## src/rtl/mult_display_pkg.sv

```systemverilog
// mult_display_pkg: shared digit codes, BCD size and converter FSM states
package mult_display_pkg;
  localparam int NUM_DIGITS = 5;
  localparam logic [3:0] DIG_MINUS = 4'd10;
  localparam logic [3:0] DIG_BLANK = 4'd15;
  typedef enum logic [1:0] {IDLE, SHIFT, COMMIT} state_e;
endpackage

```

## src/rtl/bin2bcd_seq.sv

```systemverilog
// bin2bcd_seq: sequential shift-add-3 binary to 5-digit BCD converter
module bin2bcd_seq
  import mult_display_pkg::*;
#(
  parameter int WIDTH = 16
) (
  input  logic                    clk,
  input  logic                    rst_n,
  input  logic                    start_i,
  input  logic [WIDTH-1:0]        bin_i,
  output logic                    busy_o,
  output logic                    done_o,
  output logic [4*NUM_DIGITS-1:0] bcd_o
);
  localparam int CW = $clog2(WIDTH);
  state_e                  state_q, state_d;
  logic [CW-1:0]           cnt_q, cnt_d;
  logic [WIDTH-1:0]        bin_q, bin_d;
  logic [4*NUM_DIGITS-1:0] bcd_q, bcd_d, adj;
  always_ff @(posedge clk or negedge rst_n)
    if (!rst_n) begin
      state_q <= IDLE;
      cnt_q   <= '0;
      bin_q   <= '0;
      bcd_q   <= '0;
    end else begin
      state_q <= state_d;
      cnt_q   <= cnt_d;
      bin_q   <= bin_d;
      bcd_q   <= bcd_d;
    end
  always_comb begin
    state_d = state_q;
    cnt_d   = cnt_q;
    bin_d   = bin_q;
    bcd_d   = bcd_q;
    adj     = bcd_q;
    for (int i = 0; i < NUM_DIGITS; i++)
      adj[4*i+:4] = bcd_q[4*i+:4] >= 4'd5 ? bcd_q[4*i+:4] + 4'd3 : bcd_q[4*i+:4];
    case (state_q)
      IDLE: if (start_i) begin
        bin_d   = bin_i;
        bcd_d   = '0;
        cnt_d   = '0;
        state_d = SHIFT;
      end
      SHIFT: begin
        {bcd_d, bin_d} = {adj, bin_q} << 1;
        cnt_d          = cnt_q + 1'b1;
        state_d        = cnt_q == CW'(WIDTH - 1) ? COMMIT : SHIFT;
      end
      COMMIT:  state_d = IDLE;
      default: state_d = IDLE;
    endcase
  end
  assign busy_o = state_q != IDLE;
  assign done_o = state_q == COMMIT;
  assign bcd_o  = bcd_q;
endmodule

```

## src/rtl/mult_display_driver.sv

```systemverilog
// mult_display_driver: signed product to multiplexed 4-position BCD display codes
module mult_display_driver
  import mult_display_pkg::*;
#(
  parameter int REFRESH_BITS = 20,
  parameter int WIDTH        = 16
) (
  input  logic             clk,
  input  logic             rst_n,
  input  logic [WIDTH-1:0] product,
  input  logic             load,
  input  logic             scroll,
  output logic             busy,
  output logic [1:0]       toggle,
  output logic [3:0]       digit
);
  logic [REFRESH_BITS-1:0] refresh_q;
  logic [1:0]              toggle_q;
  logic                    sign_cap_q, sign_q, start, done;
  logic [WIDTH-1:0]        mag;
  logic [4*NUM_DIGITS-1:0] bcd, disp_q, hi;
  logic [2:0]              k;
  // two's-complement magnitude; -2^(WIDTH-1) maps to 2^(WIDTH-1) unsigned
  assign mag   = product[WIDTH-1] ? ~product + 1'b1 : product;
  assign start = load & ~busy;
  bin2bcd_seq #(.WIDTH(WIDTH)) u_bcd (
    .clk     (clk),
    .rst_n   (rst_n),
    .start_i (start),
    .bin_i   (mag),
    .busy_o  (busy),
    .done_o  (done),
    .bcd_o   (bcd)
  );
  always_ff @(posedge clk or negedge rst_n)
    if (!rst_n) begin
      refresh_q  <= '0;
      toggle_q   <= '0;
      sign_cap_q <= 1'b0;
      sign_q     <= 1'b0;
      disp_q     <= '0;
    end else begin
      refresh_q <= refresh_q + 1'b1;
      toggle_q  <= refresh_q[REFRESH_BITS-1 -: 2];
      if (start) sign_cap_q <= product[WIDTH-1];
      if (done) begin
        disp_q <= bcd;
        sign_q <= sign_cap_q && bcd != '0;
      end
    end
  // hi holds the shown digit in its low nibble and all more-significant digits above it
  always_comb begin
    k     = {1'b0, toggle_q} + (scroll ? 3'd2 : 3'd0);
    hi    = disp_q >> {k, 2'b00};
    digit = toggle_q == 2'd3 ? (sign_q ? DIG_MINUS : DIG_BLANK) :
            (toggle_q != 2'd0 && hi == '0) ? DIG_BLANK : hi[3:0];
  end
  assign toggle = toggle_q;
endmodule

```

## config.mk

```make
export PLATFORM = sky130hd
export DESIGN_NAME = mult_display_driver
export DESIGN_NICKNAME = d
export VERILOG_FILES = /design/src/rtl/mult_display_pkg.sv /design/src/rtl/bin2bcd_seq.sv /design/src/rtl/mult_display_driver.sv
export SDC_FILE = /design/constraint.sdc
export NUM_CORES = 1
export LEC_CHECK = 0
export CELL_PAD_IN_SITES_DETAIL_PLACEMENT = 0
export CELL_PAD_IN_SITES_GLOBAL_PLACEMENT = 1
export CORE_ASPECT_RATIO = 0.5
export CORE_MARGIN = 8
export CORE_UTILIZATION = 51
export DETAILED_ROUTE_END_ITERATION = 10
export PLACE_DENSITY = 0.84
export SYNTH_ARGS = -nofsm -noshare
export SYNTH_HDL_FRONTEND = slang
export SYNTH_SLANG_ARGS = --single-unit
```

## constraint.sdc

```tcl
create_clock -name clk -period 5.8 [get_ports clk]
set_input_delay 1.16 -clock clk [delete_from_list [all_inputs] [get_ports clk]]
set_output_delay 1.16 -clock clk [all_outputs]
set_load 0.02 [all_outputs]
```

==> flow_summary.ini, run 1 <==
[outcome]
status = finished, final reports clean

[sta]
drv_slew = 0
max_slew_margin_pct = 32.89
final.setup.worst_slack_ps = 944.5
hold_viol = 0
max_slew.worst_pin.slew_ps = 1007
fin_hold_ws_ps = 419.6
period_share_pct = 83.72
clock_skew_ps = 4.263
setup_tns_ps = 0
rsz0062_at_grt = false
fmax_mhz = 206.0
setup_violations = 0
finalCriticalPeriod_ps = 4856

[layout]
finish.net_count = 504
n_antenna_cell = 0
nFillCells = 779
area_growth_pct = 13.89
drive_above_1_share_pct = 7.692
multi_input_area_um2 = 2158
fin_area_um2 = 5057
register_area_um2 = 2152

[drt]
avgRoutedWirePerCell_um = 15.16
num_vias = 3233
routed_via_density = 5.526
drcViolationCount = 0
detail-route-antenna-nets = 0
wl_um = 8869
drtPass1Iterations = 4
drt_iter0_markers = 171

[power]
finalPower_mw = 2.175
p_leak_nw = 2.190
vdd_ir_drop_max_v = 0.0001687
powerDensity_nw_per_um2 = 430.1

[yosys]
synth-edff-count = 0
synth-seq-cells = 86
synthTopCellsByArea = dfrtp_1 (48%), ha_1 (5.4%), o21ai_0 (5.1%), mux2_2 (3.8%), nand2_1 (3.8%)
synth_ff_type = dfrtp_1
ys_async_sr_fraction_pct = 100.0
syn_area_per_cell_um2 = 10.07
synth_nets = 480
synth_cell_type_count = 47
seq_area_frac_synth_pct = 48.46
synth_warnings = 0
synth.most_common_cell = dfrtp_1
post-synth-top-area-cell = dfrtp_1
synth_top_cell_area_share_pct = 48.46
syn_area_um2 = 4441
synth_commonest_cells = dfrtp_1 (86), nand2_1 (45), o21ai_0 (45), nor2_1 (22), a21oi_1 (21)
syn_inst = 441

[clocking]
root_buffer = clkbuf_16
cts_resized = 0
clock-sinks = 86
cts_setup_buffers = 0
clock_path_buffers = 2
clock_latency_ps = 330
cts-hold-fix-buffers = 0
h-tree-depth = 3
cts_tree = done
clk_pin_slew_worst_paths_ps = 60
cts_buffers = 9

[critical_path]
cp.required_ps = 4640
worst_setup_path_end_kind = primary output
critPathKind = in2out
cpMostUsedCell = clkdlybuf4s50_1
arrival_ps = 3700
max_stage_delay_ps = 620
slowest_stage = clkdlybuf4s50_1
cp-start-kind = primary input
cp_max_fo = 6
cp_cell_sequence = clkdlybuf4s50_1 -> ha_1 -> nor2_1 -> a32o_1 -> nor4_2 -> nand4b_1 -> a31oi_1 -> clkdlybuf4s50_1

[floorplanning]
core_um2 = 8588
num_rows = 24
boundaryPins = 27
start_util_pct = 51.70
dieArea_um2 = 12130
die_h_um = 81.98
die_w_um = 148.0

[global_routing]
grt_max_degree = 49
antenna_found_initial = 0
grt_overflow = 0
grt_pass1_vias = 3253
track_usage_pct = 15.86
grt_first_pass_wirelength_um = 15390

[place]
dpl-instance-area_um2 = 4801
hpwl_um = 6194
gp_congestion = 0.8352
dp_worst_setup_slack_ps = 956.8
port_buffers = 26

[worst_hold_path]
hold_class = reg2reg

[job]
max_cap_viol_count = 0
-- power breakdown --
group	internal (mW)	switching, mW	leakage (nW)	total (mW)
combinational	0.324	0.407	0.972	0.731
sequential	0.779	0.157	1.09	0.935
clock	0.296	0.214	0.128	0.509
total	1.40	0.777	2.19	2.18
-- sequential cells by signal (all words and copies together), names as in the netlist --
name,flops
disp_q,20
refresh_q,20
sign_cap_q,1
sign_q,1
toggle,2
u_bcd.bcd_o,20
u_bcd.bin_q,16
u_bcd.cnt_q,4
u_bcd.state_q,2
-- cells by family (layout without fill, tap and decap cells) --
logic type,Yosys count,count (layout),synth area share (%)
muxes,21,21,5.156
adders and majority gates,19,19,5.354
xor gates and xnor gates,36,36,7.101
AOI/OAI and AO/OA,115,115,15.98
and+or+nand+nor,132,132,15.02
DFF,86,86,48.46
buffers and inverters,32,59,2.930
-- layout by cell type (no fill, tap or decap), drive strengths merged, types with 16 or more instances in the layout --
cell type	instances
ha	19
nand2	45
a21oi	21
nand3	16
nor2	22
clkdlybuf4s50	25
dfrtp	86
xnor2	17
o21ai	45
xor2	19
-- area by class of cell --
cell class / count / area share (%)
clock buffers: 12 / 4.874
clock inverters: 2 / 0.1979
inverters: 15 / 1.113
multi-input cells: 323 / 42.68
flip-flops and latches: 86 / 42.55
well taps: 117 / 2.895
repair buffers: 30 / 5.690
-- stage by stage --
| step | cells | util, % |
|---|---|---|
| after floorplan | 441 | - |
| after global placement | 571 | 55.90 |
| after detailed placement | 571 | 55.90 |
| after CTS | 585 | 58.89 |
| after global routing | 585 | 58.89 |
| final | 585 | 58.89 |
-- path summary, 6_finish.rpt --
| kind | start | to | slack (ps) | cells past startpoint |
|---|---|---|---|---|
| max | scroll | digit[0] | 940 | 8 |
| min | refresh_q[18] | toggle[0] | 420 | 0 |
| max reg2reg | u_bcd.state_q[1] | u_bcd.bin_q[15] | 3950 | 4 |
| min reg2reg | refresh_q[18] | toggle[0] | 420 | 0 |
| max in group asynchronous | rst_n | disp_q[1] | 4010 | 2 |
| min in group asynchronous | rst_n | refresh_q[2] | 790 | 1 |
-- worst max-delay path: cells and delay by family --
kind,cells,cell delay [ps]
buffers and inverters,2,1050
and+or+nand+nor,3,610
adders and majority gates,1,390
AOI/OAI and AO/OA,2,480
-- metal layers --
layer  global-route usage [%]  share of wire, %  vias up
met4                    5.853               1.3        0
met2                    25.16                44       43
met1                    20.90                51     1549
li1                         -                 -     1630
met5                        0                 0        -
met3                    4.068               3.8       11
Power figures use the tool's default switching activity.
==> inputs of run 2 (changes only) <==
Settings changed: CORE_UTILIZATION 51 to 47, PLACE_DENSITY 0.84 to 0.79.
Clock period 5.8 ns to 4.5 ns, I/O delays scaled along.
==> run 2 against run 1 <==
Effect of this change:
- worst hold slack improved by 13 ps
- via count fell by 0.19%
- register-to-register slack got worse by 1400 ps
- clock skew barely moved
- critical path type unchanged
- critical endpoint unchanged
==> flow_summary.ini, run 2 (same netlist as run 1, synthesis figures left out) <==
[layout]
layout_common_cells = dfrtp_1 (86), nand2_1 (45), o21ai_0 (45), clkdlybuf4s50_1 (25), nor2_1 (22)
area_growth_pct = 14.17
finish.net_count = 503
multi_input_area_um2 = 2158
n_antenna_cell = 0
register_area_um2 = 2152
nFillCells = 882
fin_cells = 588
layout_commonest_cell = dfrtp_1
post-route-util_pct = 54.39
drive_above_1_share_pct = 7.281

[drt]
avgRoutedWirePerCell_um = 15.14
routed_via_density = 5.488
drt_iter0_markers = 128
top_layer = met4
wl_um = 8905
met3_length_um = 345
num_vias = 3227
wl_met2_um = 3767
drcViolationCount = 0
drtPass1Iterations = 5
wl_met1_um = 4674
detail-route-antenna-nets = 0

[sta]
hold_viol = 0
period_share_pct = 95.49
clock_skew_ps = 4.506
max_slew_margin_pct = 25.49
max_slew.worst_pin.slew_ps = 1118
rsz0062_at_grt = false
finalCriticalPeriod_ps = 4297
setup_tns_ps = 0
drv_slew = 0
fmax_mhz = 232.7
setup_violations = 0

[clocking]
root_buffer = clkbuf_16
clk_pin_slew_worst_paths_ps = 60
cts-hold-fix-buffers = 0
cts_setup_buffers = 0
cts_buffers = 9
cts_tree = done
clock_path_buffers = 2
cts_resized = 0
clock_latency_ps = 330
h-tree-depth = 3
clock-sinks = 86

[floorplanning]
die_w_um = 153.5
dieArea_um2 = 13000
num_rows = 25
boundaryPins = 27
start_util_pct = 47.64
core_um2 = 9321
die_h_um = 84.73

[power]
powerDensity_nw_per_um2 = 559.1
combPwrFrac_pct = 33.0
vdd_ir_drop_max_v = 0.0002388
power.switching_mw = 0.9911
p_int_mw = 1.844
seq_power_share_pct = 42.5
clockPowerShare_pct = 24.5
finalPower_mw = 2.835
p_leak_nw = 2.190
sw_frac_of_total_pct = 34.96

[critical_path]
slowest_stage = clkdlybuf4s50_1
critPathKind = in2out
arrival_ps = 3400
cp_max_fo = 6
cp_cell_sequence = clkdlybuf4s50_1 -> ha_1 -> nor2_1 -> a32o_1 -> nor4_2 -> nand4b_1 -> a31oi_1 -> clkdlybuf4s50_1
regToRegStartpoint = u_bcd.state_q[0]
worst_setup_path_end_kind = primary output
cp-start-kind = primary input
cp_top_family = buffers and inverters
cpMostUsedCell = clkdlybuf4s50_1
crit_buf_inv = 2
cp-startpoint = scroll
cp.required_ps = 3600
max_stage_delay_ps = 620

[outcome]
status = finished, final reports clean

[global_routing]
grt_overflow = 0
antenna_found_initial = 0
track_usage_pct = 14.43
grt_pass1_vias = 3198
grt_first_pass_wirelength_um = 15260
grt_max_degree = 57

[place]
port_buffers = 26
hpwl_um = 6277
dpl.cell_count = 574
gp_congestion = 0.7781

[worst_hold_path]
hold_class = reg2reg
hold_start = refresh_q[18]

[job]
max_cap_viol_count = 0
run 2: cell count changes in the layout (fill, tap and decap cells not counted), sizes merged:
cell,delta
clkinv,-1
bufinv,+1
buf,-1
run 2: area by class of cell:
type	count	area share, %
sequential	86	42.45
clock buffer	12	4.664
timing repair buffer	29	5.528
tap	121	2.986
inverter	15	1.111
multi-input combinational	323	42.57
clock inverter	2	0.6910
run 2: worst reg2reg max path: cells and delay by family (launching register included):
kind | cells | cell delay, ps
DFF | 1 | 490
and+or+nand+nor | 1 | 900
muxes | 1 | 430
run 2: power by group through the flow:
stage / sequential (mW) / combinational, mW / clock [mW]
after global placement: 1.21 / 0.927 / 0
after global routing: 1.24 / 1.06 / 0.737
after floorplan: 1.14 / 0.732 / 0
after detailed placement: 1.22 / 0.941 / 0
after CTS: 1.21 / 0.950 / 0.709
final: 1.21 / 0.935 / 0.694
run 2: path summary, 6_finish.rpt:
path	slack [ps]	depth (start not counted)	end
max	200	8	digit[0]
min	430	0	toggle[0]
max reg2reg	2560	2	disp_q[3]
min reg2reg	430	0	toggle[0]
max in group asynchronous	3000	2	disp_q[5]
min in group asynchronous	620	1	refresh_q[2]
run 2: per-stage QoR:
| step | cell area [µm²] | hold slack [ps] | setup WS [ps] |
|---|---|---|---|
| after floorplan | 4441 | 372.9 | 1114 |
| after global placement | 4798 | 404.7 | 211.1 |
| after detailed placement | 4798 | 424.5 | 197.3 |
| after CTS | 5070 | 437.1 | 193.9 |
| after global routing | 5070 | 448.4 | 39.87 |
| final | 5070 | 432.2 | 203.0 |
run 2: layer usage:
metal / vias up / track usage [%]
met5: - / 0
met1: 1549 / 18.78
met3: 11 / 4.611
li1: 1630 / -
met4: 0 / 5.031
met2: 37 / 22.28
